**config.mk**
```make
export PLATFORM = sky130hd
export DESIGN_NAME = fetch_queue_flat
export DESIGN_NICKNAME = d
export VERILOG_FILES = /design/src/rtl/fetch_queue_if.sv /design/src/rtl/fetch_queue.sv /design/src/flat_wrapper.sv
export SDC_FILE = /design/constraint.sdc
export NUM_CORES = 1
export LEC_CHECK = 0
export BUFFER_PORTS_ARGS = -buffer_cell sky130_fd_sc_hd__buf_2
export CAP_MARGIN = 25
export CORE_ASPECT_RATIO = 0.7
export CORE_UTILIZATION = 62
export DETAILED_ROUTE_END_ITERATION = 7
export PLACE_DENSITY_LB_ADDON = 0.15
export SLEW_MARGIN = 15
export SYNTH_ARGS = -nofsm -noshare
export SYNTH_HDL_FRONTEND = slang
export SYNTH_SLANG_ARGS = --single-unit
```
**constraint.sdc**
```tcl
create_clock -name i_clk -period 9.5 [get_ports i_clk]
set_clock_uncertainty 0.2 [all_clocks]
set_input_delay 0.95 -clock i_clk [delete_from_list [all_inputs] [get_ports i_clk]]
set_output_delay 0.95 -clock i_clk [all_outputs]
set_load 0.1 [all_outputs]
```
**src/rtl/fetch_queue_if.sv**
```systemverilog
// Fetch front-end bus: memory request/response, decode handshake and redirect.
interface fetch_queue_if;
  logic        o_mem_req_valid;
  logic        i_mem_req_ready;
  logic [31:0] o_mem_req_addr;
  logic        i_mem_rsp_valid;
  logic [31:0] i_mem_rsp_data;
  logic        o_inst_valid;
  logic        i_inst_ready;
  logic [31:0] o_inst;
  logic [31:0] o_inst_pc;
  logic        i_redirect;
  logic [31:0] i_redirect_pc;

  // Fetch queue side
  modport master (
    output o_mem_req_valid, o_mem_req_addr, o_inst_valid, o_inst, o_inst_pc,
    input  i_mem_req_ready, i_mem_rsp_valid, i_mem_rsp_data, i_inst_ready,
           i_redirect, i_redirect_pc
  );

  // Memory / decode / execute side
  modport slave (
    input  o_mem_req_valid, o_mem_req_addr, o_inst_valid, o_inst, o_inst_pc,
    output i_mem_req_ready, i_mem_rsp_valid, i_mem_rsp_data, i_inst_ready,
           i_redirect, i_redirect_pc
  );
endinterface

```
**src/rtl/fetch_queue.sv**
```systemverilog
// Decoupled instruction fetch: sequential word requests, in-order responses
// buffered with their PCs, valid/ready delivery to decode, redirect flush.
module fetch_queue #(
  parameter logic [31:0] RESET_ADDR = 32'h0000_0000,
  parameter int unsigned DEPTH      = 4
) (
  input  logic         i_clk,
  input  logic         i_rst,
  fetch_queue_if.master bus
);

  localparam int unsigned PW = $clog2(DEPTH);
  localparam int unsigned CW = PW + 1;
  localparam int unsigned SW = CW + 1;

  logic [31:0]   fpc;
  logic [31:0]   rpc;
  logic [31:0]   fifo_inst [DEPTH];
  logic [31:0]   fifo_pc   [DEPTH];
  logic [PW-1:0] wr_ptr;
  logic [PW-1:0] rd_ptr;
  logic [CW-1:0] count;
  logic [CW-1:0] inflight;
  logic [CW-1:0] drop;

  logic          credit_ok;
  logic          req_valid_c;
  logic          req_fire;
  logic          inst_valid_c;
  logic          pop;
  logic          push;
  logic          rsp_drop;
  logic [31:0]   target;

  // Low address bits of the redirect target are forced to zero
  wire unused_redirect_lsb = &{1'b0, bus.i_redirect_pc[1:0]};

  // Handshake decode; buffered + outstanding fetches never exceed DEPTH
  always_comb begin
    credit_ok    = (SW'(count) + SW'(inflight)) < SW'(DEPTH);
    req_valid_c  = !i_rst && !bus.i_redirect && credit_ok;
    req_fire     = req_valid_c && bus.i_mem_req_ready;
    inst_valid_c = !i_rst && !bus.i_redirect && (count != '0);
    pop          = inst_valid_c && bus.i_inst_ready;
    rsp_drop     = (drop != '0);
    push         = bus.i_mem_rsp_valid && !rsp_drop && !bus.i_redirect && !i_rst;
    target       = {bus.i_redirect_pc[31:2], 2'b00};
  end

  assign bus.o_mem_req_valid = req_valid_c;
  assign bus.o_mem_req_addr  = i_rst ? RESET_ADDR : fpc;
  assign bus.o_inst_valid    = inst_valid_c;
  assign bus.o_inst          = fifo_inst[rd_ptr];
  assign bus.o_inst_pc       = fifo_pc[rd_ptr];

  // Control state: PCs, pointers and the count/inflight/drop credit counters
  always_ff @(posedge i_clk) begin
    if (i_rst) begin
      fpc      <= RESET_ADDR;
      rpc      <= RESET_ADDR;
      wr_ptr   <= '0;
      rd_ptr   <= '0;
      count    <= '0;
      inflight <= '0;
      drop     <= '0;
    end else if (bus.i_redirect) begin
      fpc      <= target;
      rpc      <= target;
      wr_ptr   <= '0;
      rd_ptr   <= '0;
      count    <= '0;
      inflight <= inflight - CW'(bus.i_mem_rsp_valid);
      drop     <= inflight - CW'(bus.i_mem_rsp_valid);
    end else begin
      if (req_fire) fpc <= fpc + 32'd4;
      inflight <= inflight + CW'(req_fire) - CW'(bus.i_mem_rsp_valid);
      if (bus.i_mem_rsp_valid && rsp_drop) drop <= drop - CW'(1);
      if (push) begin
        rpc    <= rpc + 32'd4;
        wr_ptr <= wr_ptr + PW'(1);
      end
      if (pop) rd_ptr <= rd_ptr + PW'(1);
      count <= count + CW'(push) - CW'(pop);
    end
  end

  // Instruction/PC storage, written on each accepted response
  always_ff @(posedge i_clk) begin
    if (push) begin
      fifo_inst[wr_ptr] <= bus.i_mem_rsp_data;
      fifo_pc[wr_ptr]   <= rpc;
    end
  end

endmodule
```
**src/flat_wrapper.sv**
```systemverilog
// flat-port wrapper written by rule: the top's interface ports become plain ports
module fetch_queue_flat 
#(
  parameter logic [31:0] RESET_ADDR = 32'h0000_0000,
  parameter int unsigned DEPTH      = 4
)
  (i_clk, i_rst, bus_o_mem_req_valid, bus_o_mem_req_addr, bus_o_inst_valid, bus_o_inst, bus_o_inst_pc, bus_i_mem_req_ready, bus_i_mem_rsp_valid, bus_i_mem_rsp_data, bus_i_inst_ready, bus_i_redirect, bus_i_redirect_pc);
  fetch_queue_if bus_i ();
  input  logic i_clk;
  input  logic i_rst;
  output wire logic [$bits(bus_i.o_mem_req_valid)-1:0] bus_o_mem_req_valid;
  output wire logic [$bits(bus_i.o_mem_req_addr)-1:0] bus_o_mem_req_addr;
  output wire logic [$bits(bus_i.o_inst_valid)-1:0] bus_o_inst_valid;
  output wire logic [$bits(bus_i.o_inst)-1:0] bus_o_inst;
  output wire logic [$bits(bus_i.o_inst_pc)-1:0] bus_o_inst_pc;
  input wire logic [$bits(bus_i.i_mem_req_ready)-1:0] bus_i_mem_req_ready;
  input wire logic [$bits(bus_i.i_mem_rsp_valid)-1:0] bus_i_mem_rsp_valid;
  input wire logic [$bits(bus_i.i_mem_rsp_data)-1:0] bus_i_mem_rsp_data;
  input wire logic [$bits(bus_i.i_inst_ready)-1:0] bus_i_inst_ready;
  input wire logic [$bits(bus_i.i_redirect)-1:0] bus_i_redirect;
  input wire logic [$bits(bus_i.i_redirect_pc)-1:0] bus_i_redirect_pc;
  assign bus_o_mem_req_valid = bus_i.o_mem_req_valid;
  assign bus_o_mem_req_addr = bus_i.o_mem_req_addr;
  assign bus_o_inst_valid = bus_i.o_inst_valid;
  assign bus_o_inst = bus_i.o_inst;
  assign bus_o_inst_pc = bus_i.o_inst_pc;
  assign bus_i.i_mem_req_ready = bus_i_mem_req_ready;
  assign bus_i.i_mem_rsp_valid = bus_i_mem_rsp_valid;
  assign bus_i.i_mem_rsp_data = bus_i_mem_rsp_data;
  assign bus_i.i_inst_ready = bus_i_inst_ready;
  assign bus_i.i_redirect = bus_i_redirect;
  assign bus_i.i_redirect_pc = bus_i_redirect_pc;
  fetch_queue #(.RESET_ADDR(RESET_ADDR), .DEPTH(DEPTH)) u_core (.i_clk(i_clk), .i_rst(i_rst), .bus(bus_i));
endmodule
```
# ---- Word-level counts from Yosys, hierarchy flattened
# Memory sizes are Yosys's and may differ from the RTL's. A register that Yosys moved wholly into a read port is not among the register bits.
# Index checks and enable logic that the tools add are counted.
dict set report word_totals {
  register_bits 77
  mem_bits_rw 256
  inputBits 70
  out_inout_bits 98
  elab_cells 55
  n_memories 2
}
# name depth word_bits rd rd_ports_with_merged_regs write_ports line
set memory_table {}
lappend memory_table {u_core.fifo_inst 4 32 1 1 1 fetch_queue.sv:18} ;# logic [31:0] fifo_inst [DEPTH];
lappend memory_table {u_core.fifo_pc 4 32 1 1 1 fetch_queue.sv:19} ;# logic [31:0] fifo_pc [DEPTH];
dict set report op_classes {
  n_addsub 11
  magnitude_cmp 1
  muxes 14
  n_reduce_logical 18
}
# cell count
set op_table {}
lappend op_table {{$mux 32} 5}
lappend op_table {{$add 32x3->32 const B} 2}
lappend op_table {{$logic_and 1x1->1} 9}
lappend op_table {{$mux 3} 3}
lappend op_table {{$sub 3x1->3} 3}
lappend op_table {{$mux 2} 4}
lappend op_table {{$add 3x1->3} 2}
lappend op_table {{$reduce_bool 2->1} 3}
lappend op_table {{$reduce_bool 3->1} 2}
lappend op_table {{$add 2x1->2 const B} 2}
lappend op_table {{$add 3x3->4} 1}
lappend op_table {{$lt 4x3->1 const B} 1}
lappend op_table {{$logic_not 1->1} 3}
lappend op_table {{$sub 3x1->3 const B} 1}
lappend op_table {{$mux 1} 2}
lappend op_table {{$reduce_or 2->1} 1}

# ---- Logic depth before layout (Yosys ltp)
# Gate-level depths: netlist of run 1.
dict set report depth {
  word_depth 7
  ltp_mapped 10
  mapped_depth_nobuf 9
}

# ---- Worst setup path after synthesis of run 1
# No wires, ideal clock.
dict set report synth_path {
  path_type {input-to-output}
  startpoint {in i_rst}
  endpoint {out bus_o_inst_valid}
  arrival_ns 2.927
  required_ns 8.350
  setup_slack_ns 5.423
  stages 4
  n_path_buf 2
  path_cell_list {clkbuf_1 > or2_2 > clkbuf_1 > nor2_1}
}
dict set report synth_between {
  elab_chain_cells 3
}
# item line
set synth_lines {}
lappend synth_lines {{start: declaration} flat_wrapper.sv:10} ;# input logic i_rst;
lappend synth_lines {{$logic_not 1->1} fetch_queue.sv:43} ;# inst_valid_c = !i_rst && !bus.i_redirect && (count != '0);
lappend synth_lines {{$logic_and 1x1->1 (2 in a row)} fetch_queue.sv:43}
lappend synth_lines {{end: declaration} flat_wrapper.sv:13} ;# output wire logic [$bits(bus_i.o_inst_valid)-1:0] bus_o_inst_valid;
# No other way between the ends.

==> metrics.txt, run 1 <==
Synth area leader=edfxtp_1; Seq/Total Area, Yosys=0.676; Root Driver=clkbuf_16; share of cells above drive strength 1=0.273; # H-tree levels=1; global placer's final weighted congestion=0.858; Post-CTS Setup Bufs=0; setup TNS=0 ps; final WL=26.7 mm; CP startpoint kind=flop; EDFF count, synth=248; peak supply drop=0.154 mV; Worst Path Required=between 8000 and 9000 ps; hold violation count in the final report=0; Die Wd=~180 um; cts bufs inserted=28; post-cts resize count=0; initial antenna violation count=0; DRT Pass-1 Iters=5; Cell variety after synth=a little over 50; WS Path Type=flop to output pin; TritonCTS clock tree=done; Hold WC Path Type=flop to flop; Setup WS pre-CTS=5520 ps; #FFs+latches synth=323; Max Clock Freq=0.244 GHz; DR vias=7825; Clock Tree Buf Depth=3; crit-path max FO=40; dpl hpwl=approximately 16 mm; # setup viols final=0; post-layout util=0.728; fraction of registers with async set/reset=0; area delta synth->final=14.4%; commonest non-fill, non-tap cell in the layout=edfxtp_1; Final Critical Period=4100 ps; smallest hold slack=313 ps; CP Capture Type=output pin; cell area after synthesis=13200 um2; Avg Cell Area, Syn=15.6 um2; initial detailed-routing violation count=810; first-pass GRT wire length=41.5 mm; fin nets=1097; Slew HR=0.369; power per cell area=190 nW/um2; largest net degree at the start of global routing=76; clk_lat worst skew=530 ps; post-route ant nets=0; fill cell count=1396; top cells by area, synth=edfxtp_1 (56%), dfxtp_1 (11%), mux4_2 (11%), xnor2_1 (1.7%), a21boi_0 (1.6%); RSZ-0062 raised after global routing=false; Pleak=5.23 nW; Total Die Area=roughly 22000 um2; Tot Pwr=a little under 3 mW; Sink Count=323; Residual DRC=0; CP Data Arrival Time=2950 ps; initial core utilization=0.636; Core Area=20800 um2; PnR worst setup slack=5400 ps; chip height=124 um; total grt overflow=0; # Max-Cap Violations=0; Port-buffer cells=161; vias in the first global route=7435; Synth Instances=847; drt wl/cell=20.4 um; Yosys top cell area share=0.563; Row Count=44; Main synth FF type=edfxtp_1; gr usage total=0.249; most frequent cells in the layout=edfxtp_1 (248), buf_2 (162), dfxtp_1 (73), mux4_2 (62), inv_1 (39); Max Slew Vio Count=0; YS warnings=0; status=finished clean; # IOs=between 150 and 200; fin crit share=0.432; CTS clk-pin slew, worst paths=approximately 70 ps; CTS Hold Buffers Added=0; Slew @ Worst Pin=934 ps; Vias/cell=5.98
-- worst paths after layout --
path                                  from                             to  slack [ps]  cells past startpoint
max                                   flop              bus_o_inst_pc[18]        5400                      3
min            u_core.fpc[31]$_SDFFE_PP0P_    u_core.fpc[31]$_SDFFE_PP0P_         310                      2
max reg2reg  u_core.inflight[2]$_SDFF_PP0_  u_core.inflight[2]$_SDFF_PP0_        6220                      9
min reg2reg    u_core.fpc[31]$_SDFFE_PP0P_    u_core.fpc[31]$_SDFFE_PP0P_         310                      2
-- cell type report --
type | instances | area [um2] | share of cell area
Antenna cell | 1 | 2.50 | 0.000165
Clock buffer | 39 | 773 | 0.0511
Clock inverter | 13 | 56.3 | 0.00372
Inverter | 39 | 146 | 0.00967
Multi-Input combinational cell | 446 | 3980 | 0.263
Sequential cell | 323 | 8950 | 0.591
Tap cell | 276 | 345 | 0.0228
Timing Repair Buffer | 171 | 878 | 0.0580
-- critical path, cell delays in order, from the launching register on --
cell,delay [ps]
dfxtp_4,670
buf_4,730
mux4_2,660
buf_2,330
-- Yosys cell counts, drive strengths merged (2+ instances only) --
master and number:
nand3b 2, and2 5, nor2b 26, inv 39, nor3 17, or3 7
mux4 62, nor2 22, o31ai 3, edfxtp 248, nor4 8, mux2 2
o211ai 5, a211oi 5, and4 5, or4 3, o21a 12, clkbuf 29
nand4 21, o21ai 5, fa 2, ha 16, nor3b 2, a31oi 5
o31a 9, nand2 36, xnor2 25, buf 13, dfxtp 75, a21boi 28
nand3 21, a21oi 35, xor2 23, and3 13, nand4b 2, o21bai 5
a311oi 2
-- report_power, final --
group	internal, mW	total [mW]	leakage (nW)	switching [mW]
combinational	0.0673	0.262	1.96	0.195
clock	0.565	1.03	0.397	0.464
sequential	1.56	1.59	2.87	0.0363
-- per-stage QoR --
stage | cells | cell area [um2]
detailed placement | 1254 | 14300
CTS | 1306 | 15100
global route | 1307 | 15100
global placement | 1254 | 14300
floorplan | 850 | 13200
finish | 1308 | 15100
-- routing by layer --
layer | GRT usage | wire length [um] | vias up | part of all wire
li1 | - | - | 3595 | -
met1 | 0.378 | 12200 | 3952 | 0.46
met2 | 0.381 | 12400 | 243 | 0.46
met3 | 0.0475 | 1770 | 35 | 0.066
met4 | 0.0461 | 357 | 0 | 0.013
met5 | 0 | 0 | - | 0
-- sequential cells by signal, summed over array words and instances, names as in the netlist, named ones only --
register / flops
u_core.rd_ptr: 2
u_core.fifo_inst: 128
u_core.drop: 3
u_core.fifo_pc: 120
u_core.inflight: 3
u_core.fpc: 30
u_core.rpc: 30
u_core.count: 3
u_core.wr_ptr: 2
-- kinds of logic after synthesis --
group,after synthesis,share of synthesized area
other cells,1,0.000283
compound gates,117,0.0598
buf+inv,81,0.0241
fa+ha+maj,18,0.0182
mux,65,0.108
xor+xnor,48,0.0318
flops,323,0.676
simple gates,194,0.0818
Note: power is estimated with default switching activity, not from simulation.
==> inputs of run 2 (changes only) <==
--- a/config.mk
+++ b/config.mk
@@ -5,10 +5,11 @@
 export SDC_FILE = /design/constraint.sdc
 export NUM_CORES = 1
 export LEC_CHECK = 0
+export ABC_AREA = 1
 export BUFFER_PORTS_ARGS = -buffer_cell sky130_fd_sc_hd__buf_2
 export CAP_MARGIN = 25
 export CORE_ASPECT_RATIO = 0.7
-export CORE_UTILIZATION = 62
+export CORE_UTILIZATION = 53
 export DETAILED_ROUTE_END_ITERATION = 7
 export PLACE_DENSITY_LB_ADDON = 0.15
 export SLEW_MARGIN = 15
==> constraint.sdc (replaced) <==
create_clock -name i_clk -period 3.6 [get_ports i_clk]
set_clock_uncertainty 0.2 [all_clocks]
set_input_delay 0.36 -clock i_clk [delete_from_list [all_inputs] [get_ports i_clk]]
set_output_delay 0.36 -clock i_clk [all_outputs]
set_load 0.1 [all_outputs]
==> metrics.txt, run 2 <==
biggest regs=u_core.fifo_inst: 128 flops, u_core.fifo_pc: 120 flops; Yosys top cell area share=0.524; YS warnings=0; Synth Area in Compound Gates=0.120; CP cell instances=clkinv_2 -> buf_12 -> o21ai_0 -> o22ai_1 -> buf_12; Most flops, register=u_core.fifo_inst; fraction of registers with async set/reset=0; Vias/cell=around 5.4; Synth Area in Simple Gates=0.173; # IOs=168; cell area after synthesis=approximately 14000 um2; commonest non-fill, non-tap cell in the layout=nor2_1; initial antenna violation count=0; cts bufs inserted=31; vias in the first global route=around 10k; gr usage total=0.252; Finished Layout Cells=about 2k; Port-buffer cells=~160; mux contribution to synthesized area=0; initial detailed-routing violation count=1003; status=finished clean; Max Slew Vio Count=0; fin nets=1770; CP delay by family, top=buffers and inverters; initial core utilization=0.547; area delta synth->final=24.2%; TritonCTS clock tree=done; share of cells above drive strength 1=0.143; worst path buffer plus inverter count=3; CP startpoint kind=flop; dpl hpwl=22.3 mm; final WL=35.1 mm; Root Driver=clkbuf_16; crit-path max cell delay=580 ps; #FFs+latches synth=roughly 320; Cell variety after synth=45; ant diodes=0; EDFF count, synth=248; Synth top cells by count=nor2_1 (274), edfxtp_1 (248), nand2_1 (244); Seq/Total Area, Yosys=0.629; Sink Count=323; clk_lat worst skew=560 ps; Synth Instances=about 1.5k; Total Die Area=27500 um2; Worst Path Required=3040 ps; Tot Pwr=a little over 8 mW; DR vias=11.2k; Max Clock Freq=between 0.3 and 0.4 GHz; most frequent CP cell=buf_12; CP Data Arrival Time=2510 ps; Pleak=6.67 nW; total grt overflow=0; post-synthesis adder-cell area fraction=0.0169; Slew @ Worst Pin=about 700 ps; CTS clk-pin slew, worst paths=60 ps; first-pass GRT wire length=54.3 mm; largest family of logic cells by synthesized area=simple AND/OR/NAND/NOR gates; Residual DRC=0; Clock Tree Buf Depth=3; Die Wd=between 150 and 200 um; WS Path Type=flop to output pin; Row Count=approximately 50; Hold WC Path Type=primary input to flop; global placer's final weighted congestion=approximately 0.94; fin crit share=0.854; power per cell area=457 nW/um2; Synth area leader=edfxtp_1; Main synth FF type=edfxtp_1; xor/xnor share of the synthesized area=0.00677; Avg Cell Area, Syn=9.69 um2; top cells by area, synth=edfxtp_1 (52%), dfxtp_1 (11%), nor2_1 (7.2%), nand2_1 (6.4%), o21ai_0 (5.8%); # setup viols final=0; crit-path max FO=70; largest net degree at the start of global routing=91; most frequent cells in the layout=nor2_1 (270), edfxtp_1 (248), nand2_1 (244), o21ai_0 (166), inv_1 (114); CP Capture Type=output pin; chip height=139 um; placed cell count=1941; peak supply drop=0.409 mV; Slowest cell on crit path=dfxtp_4; hold violation count in the final report=0; most frequent cell after synthesis=nor2_1; DRT Pass-1 Iters=6; # Max-Cap Violations=0; smallest hold slack=15.4 ps; Core Area=around 26000 um2; Slew HR=0.531; Final Critical Period=~3100 ps; max reg flops=128; # H-tree levels=1; post-route ant nets=0; drt wl/cell=17.0 um; RSZ-0062 raised after global routing=false; post-cts resize count=0
## run 2: cell families after synthesis
group                      after synthesis
and+or+nand+nor                        611
adders and majority gates               18
buffers and inverters                  190
other                                    1
DFF                                    323
xor gates and xnor gates                11
AOI/OAI and AO/OA                      314
## run 2: area by class of cell
type,instances,area (um2)
flip-flops and latches,323,8950
fillers,2015,8330
multi-input cells,958,4540
repair buffers,246,2350
clock buffers,39,806
inverters,122,459
well taps,357,447
clock inverters,15,101
## run 2: where the power goes
| part | total [mW] | internal [mW] | switching, mW |
|---|---|---|---|
| registers | 4.20 | 4.11 | 0.0959 |
| clock network | 2.96 | 1.64 | 1.32 |
| logic | 0.917 | 0.273 | 0.644 |
| total | 8.08 | 6.02 | 2.06 |
## run 2: through the flow
step	util	worst slack, ps	TNS (ps)	cell area [um2]
6_report	0.679	527	0	17700
5_1_grt	0.679	309	0	17700
4_1_cts	0.679	512	0	17700
3_5_place_dp	0.619	885	0	16100
3_3_place_gp	0.619	935	0	16100
2_1_floorplan	-	-664	-164770	14200
## run 2: path summary, 6_finish.rpt
kind | from | endpoint | slack (ps) | depth (start not counted)
max | flop | bus_o_inst_pc[19] | 530 | 5
min | bus_i_redirect_pc[18] | u_core.rpc[18]$_SDFFE_PP0P_ | 20 | 5
max reg2reg | u_core.drop[0]$_SDFFE_PP0P_ | u_core.fifo_inst[0][6]$_DFFE_PP_ | 850 | 8
min reg2reg | u_core.rd_ptr[0]$_SDFFE_PP0P_ | flop | 290 | 2
## run 2: layer usage
layer / track usage / routed length, um
met2: 0.387 / 15800
met3: 0.0447 / 2880
met1: 0.379 / 15900
met4: 0.0494 / 527
met5: 0 / 0
## run 2: worst min-delay path, cell delays in order
cell     delay [ps]
buf_2            90
nand2_1         100
nand2_1          60
inv_1            40
a21oi_1          50
## run 2: repair_timing
| action | 4_1_cts | 5_1_grt |
|---|---|---|
| endpoints found under the setup margin | 0 | 0 |
| hold buffers | 65 | 0 |
| endpoints found under the hold margin | 178 | 0 |
| setup buffers | 0 | 0 |
